File: config.mk
export PLATFORM = sky130hd
export DESIGN_NAME = bp_sacc_edge_concentrator
export DESIGN_NICKNAME = d
export VERILOG_FILES = /design/src/rtl/bp_sacc_edge_concentrator.sv
export SDC_FILE = /design/constraint.sdc
export NUM_CORES = 1
export LEC_CHECK = 0
export ABC_AREA = 1
export BUFFER_PORTS_ARGS = -buffer_cell sky130_fd_sc_hd__buf_2
export CAP_MARGIN = 25
export CORE_AREA = 3 3 129 131
export DETAILED_ROUTE_END_ITERATION = 8
export DIE_AREA = 0 0 132 134
export GPL_ROUTABILITY_DRIVEN = 0
export MAX_ROUTING_LAYER = met4
export PLACE_DENSITY = 0.85
export SLEW_MARGIN = 20
export SYNTH_ARGS = -nofsm -noshare
export SYNTH_HDL_FRONTEND = slang
export SYNTH_SLANG_ARGS = --single-unit
File: constraint.sdc
create_clock -name coh_clk_i -period 9 [get_ports coh_clk_i]
set_input_delay 2.7 -clock coh_clk_i [delete_from_list [all_inputs] [get_ports coh_clk_i]]
set_output_delay 2.7 -clock coh_clk_i [all_outputs]
set_load 0.01 [all_outputs]
File: src/rtl/bp_sacc_edge_concentrator.sv
// Edge concentrator for the streaming-accelerator column.
// Request side: round-robin, packet-atomic merge of per-row wormhole streams
// into one stream toward the CCE, buffered by a 2-entry output FIFO.
// Command side: zero-latency steering of one wormhole stream to the row
// selected by the header y coordinate; out-of-range packets are dropped.
//
// state  | meaning
// e_idle | waiting for a header flit; routing/arbitration decided per cycle
// e_busy | body flits of an accepted packet follow the latched row decision
module bp_sacc_edge_concentrator #(
  parameter int rows_p         = 2,
  parameter int flit_width_p   = 64,
  parameter int x_cord_width_p = 4,
  parameter int y_cord_width_p = 4,
  parameter int len_width_p    = 4,
  parameter int base_y_p       = 1
) (
  input  logic                           coh_clk_i,
  input  logic                           coh_reset_n_i,
  input  logic [rows_p-1:0]              req_v_i,
  input  logic [rows_p*flit_width_p-1:0] req_data_i,
  output logic [rows_p-1:0]              req_ready_and_o,
  output logic                           req_v_o,
  output logic [flit_width_p-1:0]        req_data_o,
  input  logic                           req_ready_and_i,
  input  logic                           cmd_v_i,
  input  logic [flit_width_p-1:0]        cmd_data_i,
  output logic                           cmd_ready_and_o,
  output logic [rows_p-1:0]              cmd_v_o,
  output logic [flit_width_p-1:0]        cmd_data_o,
  input  logic [rows_p-1:0]              cmd_ready_and_i,
  output logic                           err_o
);

  localparam int rr_width_lp = (rows_p > 1) ? $clog2(rows_p) : 1;
  localparam int y_lsb_lp    = x_cord_width_p;
  localparam int len_lsb_lp  = x_cord_width_p + y_cord_width_p;

  typedef enum logic {e_idle, e_busy} state_e;

  function automatic logic [rr_width_lp-1:0] wrap_inc(input logic [rr_width_lp-1:0] r);
    if (int'(r) >= rows_p - 1) return '0;
    else return r + rr_width_lp'(1);
  endfunction

  // live_r holds every ready/valid output low until the first clock after reset release
  logic live_r;

  // Release gate: low in reset, high from the first edge after release
  always_ff @(posedge coh_clk_i or negedge coh_reset_n_i) begin
    if (!coh_reset_n_i) live_r <= 1'b0;
    else                live_r <= 1'b1;
  end

  // ---------------- request path ----------------
  state_e                   req_state_r, req_state_n;
  logic [rr_width_lp-1:0]   rr_ptr_r, rr_ptr_n, grant_r, grant_n, acc_row;
  logic [len_width_p-1:0]   req_cnt_r, req_cnt_n, acc_len;
  logic                     acc_v;
  logic [flit_width_p-1:0]  acc_data;
  logic [flit_width_p-1:0]  fifo_mem [2];
  logic                     wr_ptr_r, rd_ptr_r;
  logic [1:0]               fifo_cnt_r;
  logic                     fifo_full, fifo_pop;
  logic                     blocked;
  int                       dist_j, dist_k;

  assign fifo_full = (fifo_cnt_r == 2'd2);
  assign fifo_pop  = req_v_o && req_ready_and_i;
  assign req_v_o   = (fifo_cnt_r != 2'd0);
  assign req_data_o = fifo_mem[rd_ptr_r];
  assign acc_len   = acc_data[len_lsb_lp +: len_width_p];

  // Per-row ready: a row is offered ready only if no row ahead of it in round-robin
  // order is valid, so a row's ready never depends on its own valid
  always_comb begin
    req_ready_and_o = '0;
    blocked = 1'b0;
    dist_j  = 0;
    dist_k  = 0;
    if (live_r && !fifo_full) begin
      if (req_state_r == e_busy) begin
        for (int j = 0; j < rows_p; j++)
          if (j == int'(grant_r)) req_ready_and_o[j] = 1'b1;
      end else begin
        for (int j = 0; j < rows_p; j++) begin
          blocked = 1'b0;
          dist_j  = (j - int'(rr_ptr_r) + rows_p) % rows_p;
          for (int k = 0; k < rows_p; k++) begin
            dist_k = (k - int'(rr_ptr_r) + rows_p) % rows_p;
            if (req_v_i[k] && (dist_k < dist_j)) blocked = 1'b1;
          end
          req_ready_and_o[j] = !blocked;
        end
      end
    end
  end

  // Select the accepted flit (at most one row handshakes per cycle)
  always_comb begin
    acc_v    = 1'b0;
    acc_row  = '0;
    acc_data = '0;
    for (int j = 0; j < rows_p; j++) begin
      if (req_v_i[j] && req_ready_and_o[j]) begin
        acc_v    = 1'b1;
        acc_row  = rr_width_lp'(j);
        acc_data = req_data_i[j*flit_width_p +: flit_width_p];
      end
    end
  end

  // Request FSM next state: header opens a packet, last body flit closes it
  always_comb begin
    req_state_n = req_state_r;
    rr_ptr_n    = rr_ptr_r;
    grant_n     = grant_r;
    req_cnt_n   = req_cnt_r;
    if (acc_v) begin
      case (req_state_r)
        e_idle: begin
          if (acc_len == '0) begin
            rr_ptr_n = wrap_inc(acc_row);
          end else begin
            req_cnt_n   = acc_len;
            grant_n     = acc_row;
            req_state_n = e_busy;
          end
        end
        e_busy: begin
          if (req_cnt_r == len_width_p'(1)) begin
            req_state_n = e_idle;
            rr_ptr_n    = wrap_inc(grant_r);
          end else begin
            req_cnt_n = req_cnt_r - len_width_p'(1);
          end
        end
        default: req_state_n = e_idle;
      endcase
    end
  end

  // Request FSM state register
  always_ff @(posedge coh_clk_i or negedge coh_reset_n_i) begin
    if (!coh_reset_n_i) begin
      req_state_r <= e_idle;
      rr_ptr_r    <= '0;
      grant_r     <= '0;
      req_cnt_r   <= '0;
    end else begin
      req_state_r <= req_state_n;
      rr_ptr_r    <= rr_ptr_n;
      grant_r     <= grant_n;
      req_cnt_r   <= req_cnt_n;
    end
  end

  // Output FIFO pointers and occupancy
  always_ff @(posedge coh_clk_i or negedge coh_reset_n_i) begin
    if (!coh_reset_n_i) begin
      wr_ptr_r   <= 1'b0;
      rd_ptr_r   <= 1'b0;
      fifo_cnt_r <= 2'd0;
    end else begin
      if (acc_v)    wr_ptr_r <= ~wr_ptr_r;
      if (fifo_pop) rd_ptr_r <= ~rd_ptr_r;
      case ({acc_v, fifo_pop})
        2'b10:   fifo_cnt_r <= fifo_cnt_r + 2'd1;
        2'b01:   fifo_cnt_r <= fifo_cnt_r - 2'd1;
        default: fifo_cnt_r <= fifo_cnt_r;
      endcase
    end
  end

  // Output FIFO storage; contents are don't-care while empty
  always_ff @(posedge coh_clk_i) begin
    if (acc_v) fifo_mem[wr_ptr_r] <= acc_data;
  end

  // ---------------- command path ----------------
  state_e                   cmd_state_r, cmd_state_n;
  logic [rr_width_lp-1:0]   cmd_row_r, cmd_row_n, sel_row;
  logic                     cmd_drop_r, cmd_drop_n, sel_drop;
  logic [len_width_p-1:0]   cmd_cnt_r, cmd_cnt_n, cmd_len;
  logic [y_cord_width_p-1:0] cmd_y;
  int                       cmd_row_int;
  logic                     cmd_in_range, cmd_hs, err_r;

  assign cmd_y      = cmd_data_i[y_lsb_lp +: y_cord_width_p];
  assign cmd_len    = cmd_data_i[len_lsb_lp +: len_width_p];
  assign cmd_data_o = cmd_data_i;
  assign cmd_hs     = cmd_v_i && cmd_ready_and_o;
  assign err_o      = err_r;

  // Route decision: live header decode in idle, latched decision for body flits
  always_comb begin
    cmd_row_int  = int'(cmd_y) - base_y_p;
    cmd_in_range = (cmd_row_int >= 0) && (cmd_row_int < rows_p);
    if (cmd_state_r == e_idle) begin
      sel_drop = !cmd_in_range;
      sel_row  = cmd_in_range ? rr_width_lp'(cmd_row_int) : '0;
    end else begin
      sel_drop = cmd_drop_r;
      sel_row  = cmd_row_r;
    end
  end

  // Steer valid to the selected row and reflect that row's ready; drops always accept
  always_comb begin
    cmd_v_o         = '0;
    cmd_ready_and_o = 1'b0;
    if (live_r) begin
      if (sel_drop) begin
        cmd_ready_and_o = 1'b1;
      end else begin
        for (int j = 0; j < rows_p; j++) begin
          if (j == int'(sel_row)) begin
            cmd_v_o[j]      = cmd_v_i;
            cmd_ready_and_o = cmd_ready_and_i[j];
          end
        end
      end
    end
  end

  // Command FSM next state
  always_comb begin
    cmd_state_n = cmd_state_r;
    cmd_row_n   = cmd_row_r;
    cmd_drop_n  = cmd_drop_r;
    cmd_cnt_n   = cmd_cnt_r;
    if (cmd_hs) begin
      case (cmd_state_r)
        e_idle: begin
          if (cmd_len != '0) begin
            cmd_cnt_n   = cmd_len;
            cmd_row_n   = sel_row;
            cmd_drop_n  = sel_drop;
            cmd_state_n = e_busy;
          end
        end
        e_busy: begin
          if (cmd_cnt_r == len_width_p'(1)) cmd_state_n = e_idle;
          else cmd_cnt_n = cmd_cnt_r - len_width_p'(1);
        end
        default: cmd_state_n = e_idle;
      endcase
    end
  end

  // Command FSM state register and sticky drop flag
  always_ff @(posedge coh_clk_i or negedge coh_reset_n_i) begin
    if (!coh_reset_n_i) begin
      cmd_state_r <= e_idle;
      cmd_row_r   <= '0;
      cmd_drop_r  <= 1'b0;
      cmd_cnt_r   <= '0;
      err_r       <= 1'b0;
    end else begin
      cmd_state_r <= cmd_state_n;
      cmd_row_r   <= cmd_row_n;
      cmd_drop_r  <= cmd_drop_n;
      cmd_cnt_r   <= cmd_cnt_n;
      if (cmd_hs && (cmd_state_r == e_idle) && sel_drop) err_r <= 1'b1;
    end
  end

endmodule
==> impl_metrics.ini <==
[clock_tree]
cts_resized = 0
insertion_delay_ns = 0.42
clock_sinks = 148
clkSlewWorstSetupHoldPaths_ns = 0.06
hold_buffers = 0
clk_path_buf_depth = 2
cts_tree = done
post_cts_buffers = 0
htreeDepth = 4
cts_buffers = 17
cts-root-buf = clkbuf_16

[timing]
clock_skew_ns = 0.00948
setup-violations-final = 0
fin_crit_sh = 0.785
hold_viol = 0
holdWs_ns = 0.467
grt_setup_unrepaired = false
slew_headroom = 0.490
fin_crit_ns = 7.07
slew_viol_final = 0
max_freq_mhz = 142
worst_pin_slew_ns = 0.765
final.setup.tns_ns = 0

[finish]
fillCellCount = 1340
multi_input_area_sq_mm = 0.00235
diodes = 0
area_delta_synth_final_pct = 18.9
ff_latch_area_sq_mm = 0.00435
drive_gt1_frac = 0.304
nets = 1139

[grt]
grt_pass1_wl_mm = 28.4
grt_max_degree = 67
grtUsageTotal = 0.208
antenna_found_initial = 0
grt-ovfl-total = 0
grt_pass1_vias = 5824

[synthesis]
yosysSeqAreaShare = 0.585
postSynthAreaPerCell_sq_um = 9.40
syn-num-nets = 997
synth.area.mux_share = 0
ys.warnings.count = 0
async_flop_share = 0.135
yosys.area_share.simple = 0.270
synth_edf_count = 128
synth_top_area_frac = 0.518
syn_area_sq_mm = 0.00743
ys_ff_latch = 148
syn_inst = 790
synthAdderAreaFrac = 0.0118
yosysUniqueCellTypes = 33
synth_top_cell_by_area = edfxtp_1
synth_top_family_by_area = simple AND/OR/NAND/NOR gates
synth_area_leaders = edfxtp_1 (52%), nand2_1 (15%), nand3_1 (8.8%)
synthXorXnorAreaFrac = 0.00825
synth_common_cells = nand2_1 (298), nand3_1 (130), edfxtp_1 (128), buf_4 (65), clkbuf_1 (30)
synth_compound_area_frac = 0.0234
ys.flop_type = edfxtp_1
yosysMostFrequentCell = nand2_1

[critical_path]
start_kind = primary input
path_max_fanout = 4
critPathKind = in -> out
crit-reg2reg-launch = req_state_r
critPathMaxStageDelay_ns = 0.36
required_ns = 6.30
cp-startpoint = cmd_data_i[4]
worst_path_max_delay_cell = a21oi_1
worstPathArrival_ns = 4.37
path_cells = buf_2, inv_1, ha_1, nand2_1, nand2_1, nor3_1, ha_1, nor2_2, a21oi_1, nand3_1, nor2_1, buf_2
cp-end-kind = output port

[hold_path]
hp-start = err_o
hp-class = reg -> reg

[floorplanning]
initial_core_util = 0.473
die_x_um = 132
coreArea_sq_mm = 0.0157
fp.dieH_um = 134
num_rows = 46
die_area_sq_mm = 0.0177
io_pins = 335

[drt]
postRouteAntennaNets = 0
vias = 5954
via_per_inst = 5.13
routedWlPerCell_um = 15.6
firstDrtPassIters = 7
routed_wl_mm = 18.0
drt_iter0_markers = 374
drc_errors = 0

[power]
intPower_w = 0.00172
power_frac_comb = 0.376
p_leak_nw = 4.17
power_frac_clock = 0.254
power.share.switching = 0.386
p_seq_frac = 0.370
power_density_mw_per_mm2 = 317
power.total_w = 0.00280
peakVddDrop_mv = 0.166
switching_power_w = 0.00108

[run]
drv_cap = 0

[placed_design]
post-dp-hpwl_mm = 12.1
portBuffers = 222

[status]
status = complete, no violations
==> power groups by stage <==
stage	sequential (W)	combinational [W]	clock, W
final	0.00103	0.00105	0.000710
after global routing	0.00105	0.00118	0.000750
after CTS	0.00104	0.00107	0.000724
after detailed placement	0.00105	0.00106	0
after global placement	0.00104	0.00103	0
after floorplan	0.00104	0.000707	0
==> cell usage in the layout, fill, tap and decap left out, types with 4 or more instances in the layout <==
| cell | instances |
|---|---|
| nand2_1 | 298 |
| buf_2 | 222 |
| nand3_1 | 130 |
| edfxtp_1 | 128 |
| inv_1 | 21 |
| dfrtp_1 | 19 |
| clkbuf_16 | 17 |
| nand4_1 | 9 |
| o21ai_0 | 9 |
| nor2_1 | 8 |
| buf_4 | 8 |
| o21ai_1 | 7 |
| ha_1 | 7 |
| nand2_2 | 6 |
| inv_2 | 5 |
| nand3_2 | 4 |
| xor2_1 | 4 |
| a21oi_1 | 4 |
| inv_8 | 4 |
| inv_6 | 4 |
==> cells by family after synthesis <==
| logic type | Yosys count |
|---|---|
| AOI/OAI and AO/OA | 27 |
| xor gates and xnor gates | 7 |
| adders and majority gates | 7 |
| buffers and inverters | 133 |
| DFF | 148 |
| other | 1 |
| and+or+nand+nor | 467 |
==> sequential cells by signal (all words and copies together), names as in the netlist, 2 cells and up <==
| register | flops |
|---|---|
| cmd_cnt_r | 4 |
| fifo_cnt_r | 2 |
| fifo_mem | 128 |
| req_cnt_r | 4 |
==> per-layer routing <==
metal | vias up | routed length [um] | track usage | part of all wire
met5 | - | 0 | - | 0
met2 | 254 | 9250 | 0.356 | 0.51
met1 | 2765 | 6860 | 0.225 | 0.38
met4 | 0 | 680 | 0.105 | 0.038
met3 | 70 | 1250 | 0.0518 | 0.069
li1 | 2865 | - | - | -
==> per-stage QoR <==
step	area, sq um	instances	worst slack (ns)	utilization
after floorplan	7430	790	2.24	-
after global placement	8230	1129	1.97	0.524
after detailed placement	8230	1129	1.91	0.524
after CTS	8830	1160	1.90	0.562
after global routing	8830	1160	1.73	0.562
final	8830	1160	1.93	0.562
==> worst paths after layout <==
kind                                    to  slack [ns]  cells past startpoint
max                             cmd_v_o[1]        1.93                     12
min                                  err_o        0.47                      1
max reg2reg                fifo_mem[1][37]        5.55                      9
min reg2reg                          err_o        0.47                      1
max in group asynchronous         rd_ptr_r        6.42                      1
min in group asynchronous        cmd_row_r        2.23                      1
==> critical path, delay by kind of cell <==
family | cells | cell delay [ns]
compound gates | 1 | 0.36
fa+ha+maj | 2 | 0.41
buf+inv | 3 | 0.28
simple gates | 6 | 0.61
==> layout make-up <==
cell class | count | area share
clock buffers | 17 | 0.0482
clock inverters | 14 | 0.0191
inverters | 26 | 0.0111
multi-input cells | 509 | 0.266
flip-flops and latches | 148 | 0.492
well taps | 216 | 0.0306
repair buffers | 230 | 0.133
No activity file was read; power rests on OpenSTA's default activity.
